==> src/rtl/alu_exec_unit.sv <==
// Execution-stage ALU: single-cycle logic/arithmetic ops plus a 32-step
// iterative signed shift-add multiplier feeding Hi/Lo, with Start/Busy/Done handshake.
module alu_exec_unit #(
   parameter int unsigned WIDTH = 32,
   parameter int unsigned CNT_W = 6
) (
   input  logic             Clk,
   input  logic             Rst_n,
   input  logic             Start,
   input  logic [3:0]       AluS,
   input  logic [WIDTH-1:0] A,
   input  logic [WIDTH-1:0] B,
   output logic [WIDTH-1:0] Result,
   output logic             Zero,
   output logic [WIDTH-1:0] Hi,
   output logic [WIDTH-1:0] Lo,
   output logic             Busy,
   output logic             Done
);

   localparam logic [3:0] OP_AND  = 4'b0000;
   localparam logic [3:0] OP_OR   = 4'b0001;
   localparam logic [3:0] OP_ADD  = 4'b0010;
   localparam logic [3:0] OP_MULT = 4'b0011;
   localparam logic [3:0] OP_SUB  = 4'b0110;
   localparam logic [3:0] OP_SLT  = 4'b0111;

   localparam logic [CNT_W-1:0] LAST_ITER = CNT_W'(WIDTH - 1);

   typedef enum logic {S_IDLE, S_MUL} state_t;

   state_t             state, state_nxt;
   logic [WIDTH-1:0]   mcand, mplier, acc;
   logic               neg;
   logic [CNT_W-1:0]   cnt;

   logic               accept_single, accept_mul, mul_last;
   logic [WIDTH-1:0]   alu_res, abs_a, abs_b;
   logic [WIDTH:0]     addend, step_sum;
   logic [2*WIDTH-1:0] step_prod, final_prod;

   // State register
   always_ff @(posedge Clk or negedge Rst_n) begin
      if (!Rst_n) state <= S_IDLE;
      else        state <= state_nxt;
   end

   // Next-state logic
   always_comb begin
      state_nxt = state;
      unique case (state)
         S_IDLE: if (Start && AluS == OP_MULT) state_nxt = S_MUL;
         S_MUL:  if (cnt == LAST_ITER)         state_nxt = S_IDLE;
         default: state_nxt = S_IDLE;
      endcase
   end

   // FSM output decode
   always_comb begin
      accept_single = 1'b0;
      accept_mul    = 1'b0;
      mul_last      = 1'b0;
      Busy          = 1'b0;
      unique case (state)
         S_IDLE: begin
            accept_single = Start && (AluS != OP_MULT);
            accept_mul    = Start && (AluS == OP_MULT);
         end
         S_MUL: begin
            Busy     = 1'b1;
            mul_last = (cnt == LAST_ITER);
         end
         default: ;
      endcase
   end

   // Single-cycle result
   always_comb begin
      alu_res = '0;
      unique case (AluS)
         OP_AND: alu_res = A & B;
         OP_OR:  alu_res = A | B;
         OP_ADD: alu_res = A + B;
         OP_SUB: alu_res = A - B;
         OP_SLT: alu_res[0] = ($signed(A) < $signed(B));
         default: alu_res = '0;
      endcase
   end

   // Magnitudes; the most negative value maps to itself, read as unsigned
   assign abs_a = A[WIDTH-1] ? -A : A;
   assign abs_b = B[WIDTH-1] ? -B : B;

   // One shift-add step; the last step's output is folded straight into Hi/Lo
   assign addend     = mplier[0] ? {1'b0, mcand} : '0;
   assign step_sum   = {1'b0, acc} + addend;
   assign step_prod  = {step_sum, mplier[WIDTH-1:1]};
   assign final_prod = neg ? -step_prod : step_prod;

   always_ff @(posedge Clk or negedge Rst_n) begin
      if (!Rst_n) begin
         Result <= '0;
         Zero   <= 1'b1;
         Hi     <= '0;
         Lo     <= '0;
         Done   <= 1'b0;
         mcand  <= '0;
         mplier <= '0;
         acc    <= '0;
         neg    <= 1'b0;
         cnt    <= '0;
      end else begin
         Done <= 1'b0;
         if (accept_single) begin
            Result <= alu_res;
            Zero   <= (alu_res == '0);
            Done   <= 1'b1;
         end else if (accept_mul) begin
            mcand  <= abs_a;
            mplier <= abs_b;
            acc    <= '0;
            neg    <= A[WIDTH-1] ^ B[WIDTH-1];
            cnt    <= '0;
         end else if (state == S_MUL) begin
            acc    <= step_sum[WIDTH:1];
            mplier <= {step_sum[0], mplier[WIDTH-1:1]};
            cnt    <= cnt + CNT_W'(1);
            if (mul_last) begin
               Hi     <= final_prod[2*WIDTH-1:WIDTH];
               Lo     <= final_prod[WIDTH-1:0];
               Result <= final_prod[WIDTH-1:0];
               Zero   <= (final_prod[WIDTH-1:0] == '0);
               Done   <= 1'b1;
            end
         end
      end
   end

endmodule

==> config.mk <==
export PLATFORM = sky130hd
export DESIGN_NAME = alu_exec_unit
export DESIGN_NICKNAME = d
export VERILOG_FILES = /design/src/rtl/alu_exec_unit.sv
export SDC_FILE = /design/constraint.sdc
export NUM_CORES = 1
export LEC_CHECK = 0
export CAP_MARGIN = 20
export CELL_PAD_IN_SITES_DETAIL_PLACEMENT = 1
export CELL_PAD_IN_SITES_GLOBAL_PLACEMENT = 2
export CORE_ASPECT_RATIO = 1.1
export CORE_MARGIN = 10
export CORE_UTILIZATION = 35
export DETAILED_ROUTE_END_ITERATION = 8
export GPL_TIMING_DRIVEN = 0
export PLACE_DENSITY_LB_ADDON = 0.1
export SLEW_MARGIN = 20
export SYNTH_ARGS = -nofsm -noshare
export SYNTH_HDL_FRONTEND = slang
export SYNTH_SLANG_ARGS = --single-unit
==> constraint.sdc <==
create_clock -name Clk -period 4.6 [get_ports Clk]
set_input_delay 1.38 -clock Clk [delete_from_list [all_inputs] [get_ports Clk]]
set_output_delay 1.38 -clock Clk [all_outputs]
set_load 0.005 [all_outputs]
==> implementation parameters <==
Parameter                              Value

Run status
  Result of the run    complete, but fails checks
  Violations in the final reports    setup timing

Finish
  Number of nets in the finished design    2768
  Multi-input combinational cell area    13400 um^2
  Footprint of the flip-flops and latches    5060 um^2
  Fillers    6092
  Fraction of layout instances using a drive strength above 1    17.0%
  Final standard cell count with taps included and fillers excluded    3243
  P&R area growth vs syn    29.1%

Clock tree
  Hold buffer count at CTS    0
  Clock tree buffer depth    3
  Max H-tree Level    1
  Clock tree from TritonCTS    done
  Clock transition time at the flip-flop clock pins of the worst setup and hold paths    60 ps
  Number of buffers inserted during clock tree synthesis    26
  Root buf cell    sky130_fd_sc_hd__clkbuf_16
  Clock latency reported for the late side of the worst-skew pair    570 ps
  Clock Sinks    202

Setup path
  Worst setup SP type    register
  Endpoint kind of the worst setup timing path    register
  Stage delay of the slowest cell on the critical path    470 ps
  CP max-delay cell    sky130_fd_sc_hd__or4_4
  Crit Path Class    reg2reg
  Required time of the critical path    5040 ps
  Worst-path maximum fanout    10
  Data arrival time at the worst-slack endpoint    5060 ps
  Worst reg2reg setup slack    -20 ps
  Cell Chain, Critical Path    buf_4 > buf_4 > nand2_2 > inv_1 > ha_1 > a211oi_2 > o21ai_2 > o2111a_1 > o211ai_1 > nand2_1 > xor2_1 > or3_4 > or4_4 > o41ai_4 > xor2_1 > o21ai_1

Synth
  Combinational family with the most area after synthesis    compound AO/OA/AOI/OAI gates
  Leading post-synthesis cells by instance count    sky130_fd_sc_hd__nand2_1 (331), sky130_fd_sc_hd__o21ai_0 (245), sky130_fd_sc_hd__dfrtp_1 (201)
  Area share of the largest cell type after synthesis    27.9%
  Most instantiated library cell after synthesis    sky130_fd_sc_hd__nand2_1
  Post-Synth Adder-Cell Area    9.69%
  Area contributors post-synth    sky130_fd_sc_hd__dfrtp_1 (28%), sky130_fd_sc_hd__ha_1 (9.4%), sky130_fd_sc_hd__nand2_1 (6.9%)
  Number of instances in the synthesized netlist    2320
  Post-synth EDFFs    0
  Share of the synthesized area in compound gates (AO/OA/AOI/OAI)    28.6%
  Post-Syn Area    18000 um^2
  Share of synthesized registers carrying an async set or reset    100%
  Number of nets produced by synthesis    2529
  Post-synthesis simple-gate area fraction    19.9%
  Parity-gate share of the synthesized area counting xor and xnor cells    7.13%
  Distinct cell type count after synthesis    87
  Most instantiated flip-flop cell in the synthesis netlist    sky130_fd_sc_hd__dfrtp_1
  Number of synthesized register bits    202
  Share of cell area taken by muxes after synthesis    1.13%
  Sequential element share of the synthesized area    28.0%
  Top cell type by total area after synthesis    sky130_fd_sc_hd__dfrtp_1
  Yosys Warn Count    0
  Avg Synthesized Cell Area    7.78 um^2

Floorplanning
  Die width    237 um
  Effective utilization at floorplan    35.3%
  Row count    87
  Area of the core region    51200 um^2
  Area of the die    61100 um^2
  Total I/O pin count    170
  Floorplan die height    258 um

Drt
  Iteration-0 DRC Markers    1370
  Detailed-routing iteration count for the pre-antenna-repair pass    6
  Post-route antenna net violation count    0
  Number of vias per cell after detailed routing    5.99
  Post-route DRC    0
  Wirelength, routed    89900 um
  Drt wl/cell    27.7 um
  Via Count    19418

STA
  Final number of setup-violating endpoints    2
  Final count of pins violating max slew    0
  Total negative slack    -34.9 ps
  Maximum clock frequency    216 MHz
  RSZ-0062 raised after global routing    true
  Crit share post-route    101%
  Measured slew at the worst slew-check pin    1000 ps
  Hold Worst Slack    471 ps
  Final worst clock skew    32.3 ps
  Slack of the critical path    -24.2 ps
  Fin crit period    4620 ps
  Number of hold violations in the final report    0
  Normalized max-slew margin    33.1%

Global route
  Number of antenna violations at the first check in global routing    1
  Global Route Usage Sum    27.9%
  Largest net degree at the start of global routing    95
  Vias in the first global route    20112
  Overall overflow remaining after global route    0
  First-pass GRT wire length    130000 um

Place
  DP Wirelength    72800 um
  Number of placed instances, taps included    3160
  Worst setup slack before clock tree synthesis    -2890 ps
  Total of buffers placed on input and output ports    168
  Final Wtd Congestion    0.958

Min path
  Tightest Hold Check Type    reg2reg

Power and ir drop
  Lkg Pwr    9.58 nW
  Final Total Pwr    8.18 mW
  Worst voltage drop across the vdd grid    0.292 mV
  PD cells    351 nW/um^2

Flow run
  Max-capacitance violation count    0
[cell type report]
cell class	count	share of cell area, %
Clock buffer	33	3.04
Clock inverter	11	0.398
Sequential cell	202	21.7
Multi-Input combinational cell	1856	57.5
Timing Repair Buffer	232	9.06
Buffer	116	2.55
Antenna cell	1	0.0107
Tap cell	667	3.58
Inverter	125	2.14
[routing by layer]
layer  track usage (%)  wire, um  vias to the layer above
met5                 0         0                        -
met4              11.6      4570                        0
met3              3.74      4410                      171
met2              49.3     44200                      604
met1              33.3     36800                     9798
li1                  -         -                     8845
[flip-flops by register name (all words and copies together) (netlist names)]
register	flops
Lo	32
Result	32
Done	1
Hi	32
acc	32
cnt	6
mcand	32
neg	1
mplier	32
Zero	1
state	1
[worst paths after layout]
kind | from | endpoint | cells past startpoint
worst max-delay path | mplier[0]$_DFFE_PN0P_ | Hi[28]$_DFFE_PN0P_ | 16
worst min-delay path | mcand[3]$_DFFE_PN0P_ | mcand[3]$_DFFE_PN0P_ | 2
worst max register to register | mplier[0]$_DFFE_PN0P_ | Hi[28]$_DFFE_PN0P_ | 16
worst min register to register | mcand[3]$_DFFE_PN0P_ | mcand[3]$_DFFE_PN0P_ | 2
max in group asynchronous | Rst_n | mplier[0]$_DFFE_PN0P_ | 2
min in group asynchronous | Rst_n | Hi[19]$_DFFE_PN0P_ | 1
[critical path, delay by kind of cell (launching register included)]
| kind | cells | cell delay (ps) |
|---|---|---|
| AOI/OAI and AO/OA | 6 | 1670 |
| xor gates and xnor gates | 2 | 520 |
| adders and majority gates | 1 | 300 |
| buffers and inverters | 3 | 350 |
| DFF | 1 | 440 |
| and+or+nand+nor | 4 | 1220 |
[power by group]
part,total [mW],internal (mW),switching (mW)
Combinational,3.76,1.37,2.39
Sequential,2.48,2.10,0.382
Clock,1.94,1.09,0.850
Total,8.18,4.56,3.62
[cells in the final DEF, fill, tap and decap left out, types with 33 or more instances in the layout]
master / synthesis / routed
sky130_fd_sc_hd__nand2_1: 331 / 329
sky130_fd_sc_hd__o21ai_0: 245 / 229
sky130_fd_sc_hd__dfrtp_1: 201 / 200
sky130_fd_sc_hd__a21oi_1: 146 / 127
sky130_fd_sc_hd__nor2_1: 127 / 117
sky130_fd_sc_hd__clkdlybuf4s50_1: 0 / 110
sky130_fd_sc_hd__ha_1: 135 / 102
sky130_fd_sc_hd__inv_1: 123 / 92
sky130_fd_sc_hd__xnor2_1: 86 / 83
sky130_fd_sc_hd__clkbuf_1: 123 / 74
sky130_fd_sc_hd__buf_4: 1 / 69
sky130_fd_sc_hd__xor2_1: 61 / 57
sky130_fd_sc_hd__o31ai_1: 51 / 47
sky130_fd_sc_hd__and2_1: 47 / 46
sky130_fd_sc_hd__o211ai_1: 41 / 41
sky130_fd_sc_hd__a21o_1: 40 / 40
sky130_fd_sc_hd__o21a_1: 37 / 37
sky130_fd_sc_hd__nand3_1: 41 / 35
sky130_fd_sc_hd__nand4_1: 33 / 33
[stage by stage]
| step | area [um^2] | util [%] |
|---|---|---|
| after floorplan | 18100 | - |
| after global placement | 20600 | 40.3 |
| after detailed placement | 20700 | 40.5 |
| after CTS | 22500 | 44.0 |
| after global routing | 23300 | 45.5 |
| final | 23300 | 45.5 |
[logic make-up after synthesis]
family          count (synthesis)
mux                            20
flops                         202
fa+ha+maj                     138
compound gates                794
buf+inv                       262
simple gates                  757
xor+xnor                      147
[what timing repair did]
action	in CTS	in global routing
buffers inserted	30	29
gates resized for setup	353	220
setup endpoints to repair	141	11
pin swaps	43	54
Note: power is estimated with default switching activity, not from simulation.
